`config.mk`:
```
export PLATFORM = sky130hd
export DESIGN_NAME = trdb_packet_emitter
export DESIGN_NICKNAME = d
export VERILOG_FILES = /design/src/rtl/trdb_packet_emitter.sv
export SDC_FILE = /design/constraint.sdc
export NUM_CORES = 1
export LEC_CHECK = 0
export CAP_MARGIN = 20
export CORE_ASPECT_RATIO = 0.5
export CORE_MARGIN = 2
export CORE_UTILIZATION = 58
export DETAILED_ROUTE_END_ITERATION = 8
export PLACE_DENSITY = 0.77
export SLEW_MARGIN = 20
export SYNTH_ARGS = -nofsm -noshare
export SYNTH_HDL_FRONTEND = slang
export SYNTH_SLANG_ARGS = --single-unit
export TNS_END_PERCENT = 30
```
`constraint.sdc`:
```
create_clock -name clk_i -period 9.9 [get_ports clk_i]
set_input_delay 0.99 -clock clk_i [delete_from_list [all_inputs] [get_ports clk_i]]
set_output_delay 0.99 -clock clk_i [all_outputs]
set_load 0.05 [all_outputs]
```
`src/rtl/trdb_packet_emitter.sv`:
```
// Packet-to-byte serializer behind trace_debugger: buffers whole packets in a small FIFO
// and streams a {type,length} header followed by payload bytes (LSB first) on valid/ready.
module trdb_packet_emitter #(
   parameter int PTYPE_LEN   = 3,
   parameter int P_LEN       = 5,
   parameter int PAYLOAD_LEN = 248,
   parameter int FIFO_DEPTH  = 4
) (
   input  logic                   clk_i,
   input  logic                   rst_i,
   input  logic                   packet_valid_i,
   input  logic [PTYPE_LEN-1:0]   packet_type_i,
   input  logic [P_LEN-1:0]       packet_length_i,
   input  logic [PAYLOAD_LEN-1:0] packet_payload_i,
   output logic                   packet_ready_o,
   output logic                   byte_valid_o,
   input  logic                   byte_ready_i,
   output logic [7:0]             byte_data_o,
   output logic                   byte_last_o,
   output logic [7:0]             drop_cnt_o,
   output logic                   busy_o
);

   localparam int AW = $clog2(FIFO_DEPTH);
   localparam logic [AW:0] FULL_CNT = (AW+1)'(FIFO_DEPTH);

   if (PTYPE_LEN + P_LEN != 8) begin : g_bad_header_width
      $error("PTYPE_LEN + P_LEN must equal 8");
   end

   typedef enum logic [1:0] {S_IDLE, S_HEADER, S_PAYLOAD} state_t;

   logic [PTYPE_LEN-1:0]   r_fifo_type [FIFO_DEPTH];
   logic [P_LEN-1:0]       r_fifo_len  [FIFO_DEPTH];
   logic [PAYLOAD_LEN-1:0] r_fifo_pay  [FIFO_DEPTH];
   logic [AW-1:0]          r_wr_ptr, r_rd_ptr;
   logic [AW:0]            r_count;

   state_t                 r_state;
   logic [P_LEN-1:0]       r_sh_len, r_idx;
   logic [PAYLOAD_LEN-1:0] r_sh_pay;

   logic                   r_byte_valid, r_byte_last, r_busy, r_pkt_ready;
   logic [7:0]             r_byte_data, r_drop_cnt;

   logic                   w_full, w_empty, w_push, w_drop, w_hs, w_done, w_pop, w_active_nxt;
   logic [AW:0]            w_count_nxt;
   logic [P_LEN-1:0]       w_idx_nxt, w_last_idx;
   logic [PTYPE_LEN-1:0]   w_head_type;
   logic [P_LEN-1:0]       w_head_len;
   logic [PAYLOAD_LEN-1:0] w_head_pay;

   function automatic logic [7:0] get_byte(input logic [PAYLOAD_LEN-1:0] pay,
                                           input logic [P_LEN-1:0] idx);
      return 8'(pay >> {idx, 3'b000});
   endfunction

   function automatic logic [7:0] sat_inc(input logic [7:0] v);
      return (v == 8'hFF) ? v : v + 8'd1;
   endfunction

   assign w_full       = (r_count == FULL_CNT);
   assign w_empty      = (r_count == '0);
   assign w_push       = packet_valid_i && !w_full;
   assign w_drop       = packet_valid_i && w_full;
   assign w_hs         = r_byte_valid && byte_ready_i;
   assign w_last_idx   = r_sh_len - P_LEN'(1);
   assign w_idx_nxt    = r_idx + P_LEN'(1);
   assign w_done       = w_hs && (((r_state == S_HEADER) && (r_sh_len == '0)) ||
                                  ((r_state == S_PAYLOAD) && (r_idx == w_last_idx)));
   // Pop either from IDLE or on the closing handshake, so back-to-back packets have no bubble.
   assign w_pop        = !w_empty && ((r_state == S_IDLE) || w_done);
   assign w_active_nxt = w_pop || ((r_state != S_IDLE) && !w_done);
   assign w_head_type  = r_fifo_type[r_rd_ptr];
   assign w_head_len   = r_fifo_len[r_rd_ptr];
   assign w_head_pay   = r_fifo_pay[r_rd_ptr];

   always_comb begin
      w_count_nxt = r_count;
      if (w_push && !w_pop)
         w_count_nxt = r_count + (AW+1)'(1);
      else if (!w_push && w_pop)
         w_count_nxt = r_count - (AW+1)'(1);
   end

   always_ff @(posedge clk_i) begin
      if (w_push) begin
         r_fifo_type[r_wr_ptr] <= packet_type_i;
         r_fifo_len[r_wr_ptr]  <= packet_length_i;
         r_fifo_pay[r_wr_ptr]  <= packet_payload_i;
      end
      if (w_pop)
         r_sh_pay <= w_head_pay;
   end

   always_ff @(posedge clk_i or posedge rst_i) begin
      if (rst_i) begin
         r_wr_ptr    <= '0;
         r_rd_ptr    <= '0;
         r_count     <= '0;
         r_drop_cnt  <= '0;
         r_busy      <= 1'b0;
         r_pkt_ready <= 1'b1;
      end else begin
         if (w_push) r_wr_ptr <= r_wr_ptr + AW'(1);
         if (w_pop)  r_rd_ptr <= r_rd_ptr + AW'(1);
         if (w_drop) r_drop_cnt <= sat_inc(r_drop_cnt);
         r_count     <= w_count_nxt;
         r_busy      <= w_active_nxt || (w_count_nxt != '0);
         r_pkt_ready <= (w_count_nxt != FULL_CNT);
      end
   end

   always_ff @(posedge clk_i or posedge rst_i) begin
      if (rst_i) begin
         r_state      <= S_IDLE;
         r_sh_len     <= '0;
         r_idx        <= '0;
         r_byte_valid <= 1'b0;
         r_byte_data  <= '0;
         r_byte_last  <= 1'b0;
      end else if (w_pop) begin
         r_state      <= S_HEADER;
         r_sh_len     <= w_head_len;
         r_byte_valid <= 1'b1;
         r_byte_data  <= {w_head_type, w_head_len};
         r_byte_last  <= (w_head_len == '0);
      end else if (w_done) begin
         r_state      <= S_IDLE;
         r_byte_valid <= 1'b0;
         r_byte_data  <= '0;
         r_byte_last  <= 1'b0;
      end else if (w_hs) begin
         case (r_state)
            S_HEADER: begin
               r_state     <= S_PAYLOAD;
               r_idx       <= '0;
               r_byte_data <= get_byte(r_sh_pay, '0);
               r_byte_last <= (r_sh_len == P_LEN'(1));
            end
            S_PAYLOAD: begin
               r_idx       <= w_idx_nxt;
               r_byte_data <= get_byte(r_sh_pay, w_idx_nxt);
               r_byte_last <= (w_idx_nxt == w_last_idx);
            end
            default: r_state <= S_IDLE;
         endcase
      end
   end

   assign packet_ready_o = r_pkt_ready;
   assign byte_valid_o   = r_byte_valid;
   assign byte_data_o    = r_byte_data;
   assign byte_last_o    = r_byte_last;
   assign drop_cnt_o     = r_drop_cnt;
   assign busy_o         = r_busy;

endmodule
```
==> results.sh, run 1 <==
export IMPL_cts_setup_buffers=0
export IMPL_routed_wl_mm=102
export IMPL_ir_worst_vdd_v=0.000296
export IMPL_crit_fanout=105
export IMPL_die_h_um=209
export IMPL_path_clk_slew_ps=70
export IMPL_setup_viol=0
export IMPL_grt_max_degree=145
export IMPL_ctsHoldBuffers=0
export IMPL_yosysSeqAreaShare=0.803
export IMPL_synthTopCellsByArea="edfxtp_1, mux4_2, dfrtp_1"
export IMPL_power_density_nw_per_um2=307
export IMPL_vias_per_cell=6.18
export IMPL_avgSynthCellArea_sq_um=24.0
export IMPL_cts_buffer_depth=3
export IMPL_rows=75
export IMPL_drc_errors=0
export IMPL_async_flop_share=0.0297
export IMPL_hold_violations=0
export IMPL_fp_dieW_um=414
export IMPL_drive_gt1_frac=0.211
export IMPL_clkSinkCount=1311
export IMPL_final_nets=2631
export IMPL_gp_congestion=0.851
export IMPL_ys_ff_latch=1311
export IMPL_relSlewSlack=0.192
export IMPL_synth_edf_count=1272
export IMPL_cts_resized=0
export IMPL_syn_num_nets=2310
export IMPL_synth_top_area_share=0.783
export IMPL_drtPass1Iterations=6
export IMPL_tightest_slew_ps=1210
export IMPL_final_area_sq_um=56500
export IMPL_grt_pass1_vias=22900
export IMPL_dp_hpwl_mm=57.4
export IMPL_cts_max_level=3
export IMPL_yosysWarningCount=0
export IMPL_endpoint_kind="flip-flop"
export IMPL_fin_setup_tns_ps=0
export IMPL_synthCells=2036
export IMPL_maxCapViolations=0
export IMPL_min_path_type="flip-flop to flip-flop"
export IMPL_p_comb_frac=0.255
export IMPL_rsz0062_at_grt="no"
export IMPL_period_share=0.414
export IMPL_p_leak_nw=17.9
export IMPL_period_minus_slack_ps=4100
export IMPL_outcome="finished, final reports clean"
export IMPL_cts_tree="done"
export IMPL_wl_per_cell_um=28.6
export IMPL_fmax_ghz=0.244
export IMPL_vias=22100
export IMPL_cts_made_buffers=106
export IMPL_port_buffers=279
export IMPL_grt_usage=0.240
export IMPL_synth_distinct_cells=67
export IMPL_skew_ps=33.0
export IMPL_ys_flop_type="edfxtp_1"
export IMPL_start_util=0.584
export IMPL_core_area_sq_um=83600
export IMPL_p_sw_frac=0.291
export IMPL_internal_power_mw=12.3
export IMPL_grt_pass1_wl_mm=151
export IMPL_power_switching_mw=5.04
export IMPL_clkLatencyLatePin_ps=710
export IMPL_syn2layout_area_growth_pct=15.7
export IMPL_drt_initial_drc_count=2200
export IMPL_path_class="flip-flop to flip-flop"
export IMPL_ctsRootBufferMaster="clkbuf_16"
export IMPL_grt_ovfl_total=0
export IMPL_ant_nets=0
export IMPL_dieArea_sq_um=86600
export IMPL_worstPathArrival_ps=4410
export IMPL_clock_power_share=0.247
export IMPL_p_seq_frac=0.498
export IMPL_crit_required_ps=10210
export IMPL_netlist_area_sq_um=48800
export IMPL_antenna_found_initial=24
export IMPL_slew_violations=0
export IMPL_cp_start_kind="flip-flop"
export IMPL_num_io_pins=280
export IMPL_synth_top_cell_by_area="edfxtp_1"
export IMPL_placed_area_sq_um=52900
==> critical path, cell delays in order, from the launching register on <==
cell	delay (ps)
dfrtp_4	950
xor2_1	230
nand4_1	230
nor4_2	430
o21ai_1	240
inv_8	560
buf_4	880
==> final timing paths <==
path | startpoint | end | slack [ps] | depth (start not counted)
setup / recovery | r_idx[0]$_DFFE_PP0P_ | r_sh_pay[42]$_DFFE_PP_ | 5800 | 6
hold / removal | drop_cnt_o[4]$_DFFE_PP0P_ | drop_cnt_o[4]$_DFFE_PP0P_ | 500 | 1
setup reg to reg | r_idx[0]$_DFFE_PP0P_ | r_sh_pay[42]$_DFFE_PP_ | 5800 | 6
hold reg to reg | drop_cnt_o[4]$_DFFE_PP0P_ | drop_cnt_o[4]$_DFFE_PP0P_ | 500 | 1
max in group asynchronous | rst_i | r_rd_ptr[0]$_DFFE_PP0P_ | 8680 | 3
min in group asynchronous | rst_i | drop_cnt_o[7]$_DFFE_PP0P_ | 750 | 3
==> cell usage in the layout (no fill, tap or decap), types with 13 or more instances in the layout <==
cell,n
edfxtp_1,1272
mux4_2,315
clkdlybuf4s50_1,279
clkbuf_16,108
nand2_1,47
dfrtp_1,35
clkbuf_1,27
xnor2_1,24
o21ai_0,22
clkinv_1,22
nor2_1,21
clkinv_2,17
inv_1,16
mux2i_1,16
nand3_1,15
buf_4,15
diode_2,14
and3_1,14
a21oi_1,13
ha_1,13
bufinv_16,13
==> cells by family after synthesis <==
| logic type | Yosys count | synth area share |
|---|---|---|
| DFF | 1311 | 0.803 |
| and+or+nand+nor | 151 | 0.0160 |
| muxes | 332 | 0.149 |
| xor gates and xnor gates | 32 | 0.00649 |
| AOI/OAI and AO/OA | 87 | 0.0123 |
| buffers and inverters | 109 | 0.0101 |
| adders and majority gates | 14 | 0.00359 |
==> synth_stat cells, drive strengths merged (14+ instances only) <==
| master | number |
|---|---|
| a21oi | 14 |
| and3 | 14 |
| buf | 61 |
| clkbuf | 29 |
| dfrtp | 38 |
| edfxtp | 1272 |
| ha | 14 |
| inv | 19 |
| mux2i | 16 |
| mux4 | 315 |
| nand2 | 48 |
| nand3 | 15 |
| nor2 | 21 |
| o21ai | 25 |
| xnor2 | 27 |
==> power groups by stage <==
| stage | clock [mW] | combinational [mW] | sequential (mW) |
|---|---|---|---|
| 3_5_place_dp | 0 | 4.42 | 8.69 |
| 4_1_cts | 4.34 | 4.46 | 8.63 |
| 6_report | 4.28 | 4.42 | 8.62 |
| 2_1_floorplan | 0 | 3.06 | 8.72 |
| 3_3_place_gp | 0 | 4.38 | 8.62 |
| 5_1_grt | 4.54 | 4.71 | 8.74 |
==> metal layers <==
| layer | vias to the layer above | routed length, um | GRT usage |
|---|---|---|---|
| met5 | - | 83 | 0 |
| li1 | 9288 | - | - |
| met2 | 912 | 53200 | 0.399 |
| met1 | 11700 | 38700 | 0.318 |
| met4 | 12 | 2620 | 0.0774 |
| met3 | 169 | 7570 | 0.0586 |
==> flip-flops by register name (all words and copies together) (netlist names), 3 cells and up <==
register and flops:
r_fifo_len 20, drop_cnt_o 8, r_sh_pay 248, r_fifo_type 12, byte_data_o 8, r_sh_len 5, r_idx 5, r_count 3
r_fifo_pay 992
==> layout make-up <==
cell class,count,area (sq um)
Sequential cell,1311,39200
Fill cell,4957,27100
Multi-Input combinational cell,616,9180
Timing Repair Buffer,303,3090
Clock buffer,136,2820
Tap cell,1116,1400
Clock inverter,62,681
Inverter,19,78.8
Antenna cell,14,35.0
==> metrics by stage <==
stage | power [mW] | hold slack (ps) | std cells | utilization | setup slack, ps
floorplan | 11.8 | 472 | 2036 | - | 1720
global placement | 13.0 | 476 | 3363 | 0.632 | 5310
detailed placement | 13.1 | 494 | 3363 | 0.632 | 5160
CTS | 17.4 | 503 | 3561 | 0.674 | 5700
global route | 18.0 | 526 | 3576 | 0.675 | 5410
finish | 17.3 | 498 | 3577 | 0.675 | 5800
Note: power is estimated with default switching activity, not from simulation.
==> inputs of run 2 (changes only) <==
--- a/config.mk
+++ b/config.mk
@@ -8,9 +8,9 @@
 export CAP_MARGIN = 20
 export CORE_ASPECT_RATIO = 0.5
 export CORE_MARGIN = 2
-export CORE_UTILIZATION = 58
+export CORE_UTILIZATION = 53
 export DETAILED_ROUTE_END_ITERATION = 8
-export PLACE_DENSITY = 0.77
+export PLACE_DENSITY = 0.74
 export SLEW_MARGIN = 20
 export SYNTH_ARGS = -nofsm -noshare
 export SYNTH_HDL_FRONTEND = slang
==> constraint.sdc (replaced) <==
create_clock -name clk_i -period 3.5 [get_ports clk_i]
set_input_delay 0.35 -clock clk_i [delete_from_list [all_inputs] [get_ports clk_i]]
set_output_delay 0.35 -clock clk_i [all_outputs]
set_load 0.05 [all_outputs]
==> run 2 against run 1 <==
Critical path depth is the same; register-to-register slack lost 5300 ps; die area grew 9.3%; setup slack lost 5300 ps; non-clock buffer count grew 44; final area grew 1.2%; flip-flop and latch count is the same; global-route usage shrank 1.8 points; combinational power grew to 3.0 times the previous value; highest routed layer is now met4.
==> results.sh, run 2 (synthesized netlist as in run 1, its figures left out) <==
export IMPL_final_common_cell="edfxtp_1"
export IMPL_internal_power_mw=34.9
export IMPL_drc_errors=0
export IMPL_grt_ovfl_total=0
export IMPL_power_density_nw_per_um2=864
export IMPL_p_seq_frac=0.488
export IMPL_min_path_type="input port to async pin"
export IMPL_gp_congestion=0.875
export IMPL_worstPathArrival_ps=3520
export IMPL_vias_per_cell=5.89
export IMPL_final_nets=2676
export IMPL_grt_pass1_vias=22600
export IMPL_ant_nets=0
export IMPL_regArea_sq_um=39200
export IMPL_path_class="flip-flop to flip-flop"
export IMPL_period_minus_slack_ps=2950
export IMPL_vias=22000
export IMPL_layout_common_cells="edfxtp_1, mux4_2, clkdlybuf4s50_1"
export IMPL_path_clk_slew_ps=70
export IMPL_antenna_found_initial=9
export IMPL_finalPower_mw=49.4
export IMPL_outcome="finished, final reports clean"
export IMPL_die_h_um=219
export IMPL_crit_required_ps=4080
export IMPL_hold_violations=0
export IMPL_power_switching_mw=14.5
export IMPL_crit_fanout=36
export IMPL_cts_max_level=3
export IMPL_p_comb_frac=0.272
export IMPL_cts_made_buffers=107
export IMPL_dieArea_sq_um=94700
export IMPL_largest_register_ffs=992
export IMPL_ctsHoldBuffers=0
export IMPL_clock_power_share=0.240
export IMPL_fillCellCount=5957
export IMPL_endpoint_kind="flip-flop"
export IMPL_drtPass1Iterations=5
export IMPL_relSlewSlack=0.541
export IMPL_maxCapViolations=0
export IMPL_p_leak_nw=18.2
export IMPL_top_regs="r_fifo_pay x992, r_sh_pay x248, r_fifo_len x20"
export IMPL_dp_hpwl_mm=64.8
export IMPL_syn2layout_area_growth_pct=17.1
export IMPL_period_share=0.842
export IMPL_ctsRootBufferMaster="clkbuf_16"
export IMPL_ir_worst_vdd_v=0.000573
export IMPL_clkLatencyLatePin_ps=710
export IMPL_rows=78
export IMPL_grt_max_degree=98
export IMPL_fmax_ghz=0.339
export IMPL_cts_buffer_depth=3
export IMPL_regMostFlops="r_fifo_pay"
export IMPL_core_area_sq_um=91000
export IMPL_clkSinkCount=1311
export IMPL_tightest_slew_ps=689
export IMPL_cts_resized=0
export IMPL_cp_start_kind="flip-flop"
export IMPL_setup_viol=0
export IMPL_wl_per_cell_um=27.5
export IMPL_routed_wl_mm=103
export IMPL_p_sw_frac=0.293
export IMPL_skew_ps=25.9
export IMPL_grt_pass1_wl_mm=151
export IMPL_fin_setup_tns_ps=0
export IMPL_rsz0062_at_grt="no"
export IMPL_drt_initial_drc_count=2229
export IMPL_cts_tree="done"
export IMPL_grt_usage=0.222
export IMPL_num_io_pins=280
export IMPL_slew_violations=0
export IMPL_start_util=0.537
export IMPL_cts_setup_buffers=0
export IMPL_port_buffers=279
export IMPL_multi_input_area_sq_um=9180
export IMPL_drive_gt1_frac=0.225
export IMPL_fp_dieW_um=433
run 2: power groups by stage:
stage          Sequential, mW  Clock [mW]  Combinational, mW
2_1_floorplan            24.0           0               8.68
3_5_place_dp             24.3           0               13.5
5_1_grt                  24.4        12.7               14.3
3_3_place_gp             24.2           0               13.4
6_report                 24.1        11.9               13.4
4_1_cts                  24.1        12.1               13.6
run 2: path summary, 6_finish.rpt:
path                                                 from                            to  slack [ps]  cells past startpoint
worst max-delay path                 r_idx[0]$_DFFE_PP0P_    byte_data_o[4]$_DFFE_PP0P_         550                      6
worst min-delay path                                rst_i     drop_cnt_o[4]$_DFFE_PP0P_          90                      3
worst min register to register  drop_cnt_o[6]$_DFFE_PP0P_     drop_cnt_o[6]$_DFFE_PP0P_         490                      1
worst max register to register       r_idx[0]$_DFFE_PP0P_    byte_data_o[4]$_DFFE_PP0P_         550                      6
max in group asynchronous                           rst_i          r_idx[0]$_DFFE_PP0P_        2950                      3
min in group clk_i                  packet_payload_i[246]  r_fifo_pay[2][246]$_DFFE_PP_         270                      1
run 2: cell type report:
cell class / count / share of cell area
Antenna cell: 8 / 0.000350
Clock buffer: 131 / 0.0492
Clock inverter: 65 / 0.0109
Inverter: 19 / 0.00138
Multi-Input combinational cell: 616 / 0.161
Sequential cell: 1311 / 0.686
Tap cell: 1240 / 0.0271
Timing Repair Buffer: 347 / 0.0648
run 2: per-stage QoR:
stage	util	cell area, sq um	cells	hold slack, ps	setup WS, ps
floorplan	-	48800	2036	449	18.5
finish	0.628	57200	3737	92.4	551
detailed placement	0.590	53700	3533	484	581
global route	0.628	57200	3736	104	390
CTS	0.628	57100	3729	65.0	570
global placement	0.590	53700	3533	473	712
run 2: metal layers:
layer | wire [um] | track usage
met4 | 2100 | 0.0560
met5 | 0 | 0
met1 | 40000 | 0.296
met3 | 7310 | 0.0518
met2 | 53400 | 0.375
run 2: critical path: stages (launching register included):
cell      delay (ps)
dfrtp_4          590
ha_4             660
buf_4            320
mux4_2           320
mux2i_1          520
a32o_1           290
o311ai_1         100
==> inputs of run 3 (changes only) <==
==> constraint.sdc (replaced) <==
create_clock -name clk_i -period 2.7 [get_ports clk_i]
set_input_delay 0.27 -clock clk_i [delete_from_list [all_inputs] [get_ports clk_i]]
set_output_delay 0.27 -clock clk_i [all_outputs]
set_load 0.05 [all_outputs]
==> run 3 against run 2 <==
Power up 32%; first-iteration DRC count up 5.0%; critical path type unchanged; count of clock-buffer cells in the layout up 3.
==> results.sh, run 3 (synthesized netlist as in run 1, its figures left out) <==
export IMPL_critical_path_slowest_cell="dfrtp_4"
export IMPL_hold_violations=0
export IMPL_fillCellCount=5848
export IMPL_reg2regPathDepth=6
export IMPL_ctsRootBufferMaster="clkbuf_16"
export IMPL_fmax_ghz=0.376
export IMPL_critPathTopFamily="compound AO/OA/AOI/OAI gates"
export IMPL_holdPathEnd="r_fifo_pay[2][49]$_DFFE_PP_"
export IMPL_path_class="flip-flop to flip-flop"
export IMPL_final_nets=2718
export IMPL_drt_initial_drc_count=2341
export IMPL_rows=78
export IMPL_period_share=0.986
export IMPL_path_clk_slew_ps=70
export IMPL_min_path_type="input port to flip-flop"
export IMPL_fp_dieW_um=433
export IMPL_vias_per_cell=5.89
export IMPL_routed_wl_mm=104
export IMPL_r2r_start="r_idx[0]$_DFFE_PP0P_"
export IMPL_holdPathStages=1
export IMPL_drive_gt1_frac=0.244
export IMPL_r2r_end="byte_data_o[3]$_DFFE_PP0P_"
export IMPL_port_buffers=279
export IMPL_wl_per_cell_um=27.4
export IMPL_fin_setup_tns_ps=0
export IMPL_endpoint_kind="flip-flop"
export IMPL_grt_pass1_wl_mm=151
export IMPL_drtPass1Iterations=5
export IMPL_cts_tree="done"
export IMPL_skew_ps=30.9
export IMPL_final_common_cell="edfxtp_1"
export IMPL_maxCapViolations=0
export IMPL_ant_nets=0
export IMPL_period_minus_slack_ps=2660
export IMPL_grt_max_degree=66
export IMPL_crit_path_max_incr_delay_ps=550
export IMPL_dp_hpwl_mm=66.4
export IMPL_cp_buffers_inverters=1
export IMPL_grt_ovfl_total=0
export IMPL_ir_worst_vdd_v=0.000709
export IMPL_path_cells="ha_4 > buf_12 > mux4_2 > a22oi_1 > nand4_1 > a32o_1"
export IMPL_largest_register_ffs=992
export IMPL_cts_made_buffers=108
export IMPL_cts_max_level=3
export IMPL_antenna_found_initial=8
export IMPL_outcome="finished, final reports clean"
export IMPL_regArea_sq_um=39200
export IMPL_layout_common_cells="edfxtp_1, mux4_2, clkdlybuf4s50_1"
export IMPL_p_leak_nw=18.6
export IMPL_worstPathArrival_ps=3250
export IMPL_vias=22300
export IMPL_cp_start_kind="flip-flop"
export IMPL_core_area_sq_um=91000
export IMPL_drc_errors=0
export IMPL_regMostFlops="r_fifo_pay"
export IMPL_clkLatencyLatePin_ps=710
export IMPL_gp_congestion=0.875
export IMPL_top_regs="r_fifo_pay x992, r_sh_pay x248, r_fifo_len x20"
export IMPL_setup_viol=0
export IMPL_cts_buffer_depth=3
export IMPL_grt_usage=0.222
export IMPL_dieArea_sq_um=94700
export IMPL_start_util=0.537
export IMPL_syn2layout_area_growth_pct=18.8
export IMPL_grt_pass1_vias=22700
export IMPL_min_from="packet_payload_i[49]"
export IMPL_crit_required_ps=3290
export IMPL_slew_violations=0
export IMPL_finalPower_mw=65.3
export IMPL_die_h_um=219
export IMPL_clkSinkCount=1311
export IMPL_relSlewSlack=0.520
export IMPL_crit_fanout=14
export IMPL_num_io_pins=280
export IMPL_power_density_nw_per_um2=1130
export IMPL_multi_input_area_sq_um=9250
export IMPL_r2r_slack_ps=40
export IMPL_tightest_slew_ps=720
run 3: through the flow:
step / instances / hold WS [ps] / setup slack [ps] / area (sq um) / utilization
after floorplan: 2036 / 369 / -557 / 48900 / -
after global placement: 3570 / 479 / 95.3 / 54300 / 0.597
after detailed placement: 3570 / 485 / 38.8 / 54300 / 0.597
after CTS: 3777 / 129 / 14.9 / 57900 / 0.636
after global routing: 3784 / 159 / -21.9 / 58000 / 0.637
final: 3785 / 188 / 39.1 / 58000 / 0.637
run 3: worst max path at each step:
| stage | cells after the start | endpoint | start | slack (ps) |
|---|---|---|---|---|
| 2_1_floorplan | 5 | r_fifo_len[0][0]$_DFFE_PP_ | r_count[0]$_DFF_PP0_ | -560 |
| 3_3_place_gp | 8 | r_sh_pay[193]$_DFFE_PP_ | r_sh_len[0]$_DFFE_PP0P_ | 100 |
| 3_5_place_dp | 8 | r_sh_pay[28]$_DFFE_PP_ | r_sh_len[0]$_DFFE_PP0P_ | 40 |
| 4_1_cts | 8 | r_sh_pay[136]$_DFFE_PP_ | r_sh_len[0]$_DFFE_PP0P_ | 10 |
| 5_1_grt | 8 | r_sh_pay[153]$_DFFE_PP_ | r_sh_len[0]$_DFFE_PP0P_ | -20 |
| 6_report | 6 | byte_data_o[3]$_DFFE_PP0P_ | r_idx[0]$_DFFE_PP0P_ | 40 |
run 3: layer usage:
metal,part of all wire,wire (um),GRT usage
met4,0.016,1640,0.0494
met1,0.40,41700,0.307
met2,0.52,53800,0.373
met3,0.064,6660,0.0408
met5,0.00011,11,0
run 3: timing repair:
action                                 CTS  global route
setup buffers                            0             1
setup endpoints to repair                0           248
hold buffers                             1             0
endpoints found under the hold margin   21             0
resized for setup                        0            11
run 3: layout make-up:
class,instances,area share
Timing Repair Buffer,386,0.0746
Inverter,19,0.00168
Clock inverter,72,0.0117
Clock buffer,134,0.0494
Timing Repair inverter,2,0.000302
Multi-Input combinational cell,616,0.160
Antenna cell,5,0.000216
Tap cell,1240,0.0268
Sequential cell,1311,0.676
run 3: worst reg2reg max path, cell delays in order, from the launching register on:
cell     delay (ps)
dfrtp_4         550
ha_4            480
buf_12          220
mux4_2          350
a22oi_1         440
nand4_1         210
a32o_1          300
run 3: where the power goes:
part / internal (mW) / switching (mW) / leakage [nW]
clock: 8.47 / 7.12 / 1.71
sequential: 29.2 / 1.68 / 12.2
combinational: 8.40 / 10.4 / 4.63
total: 46.1 / 19.2 / 18.6
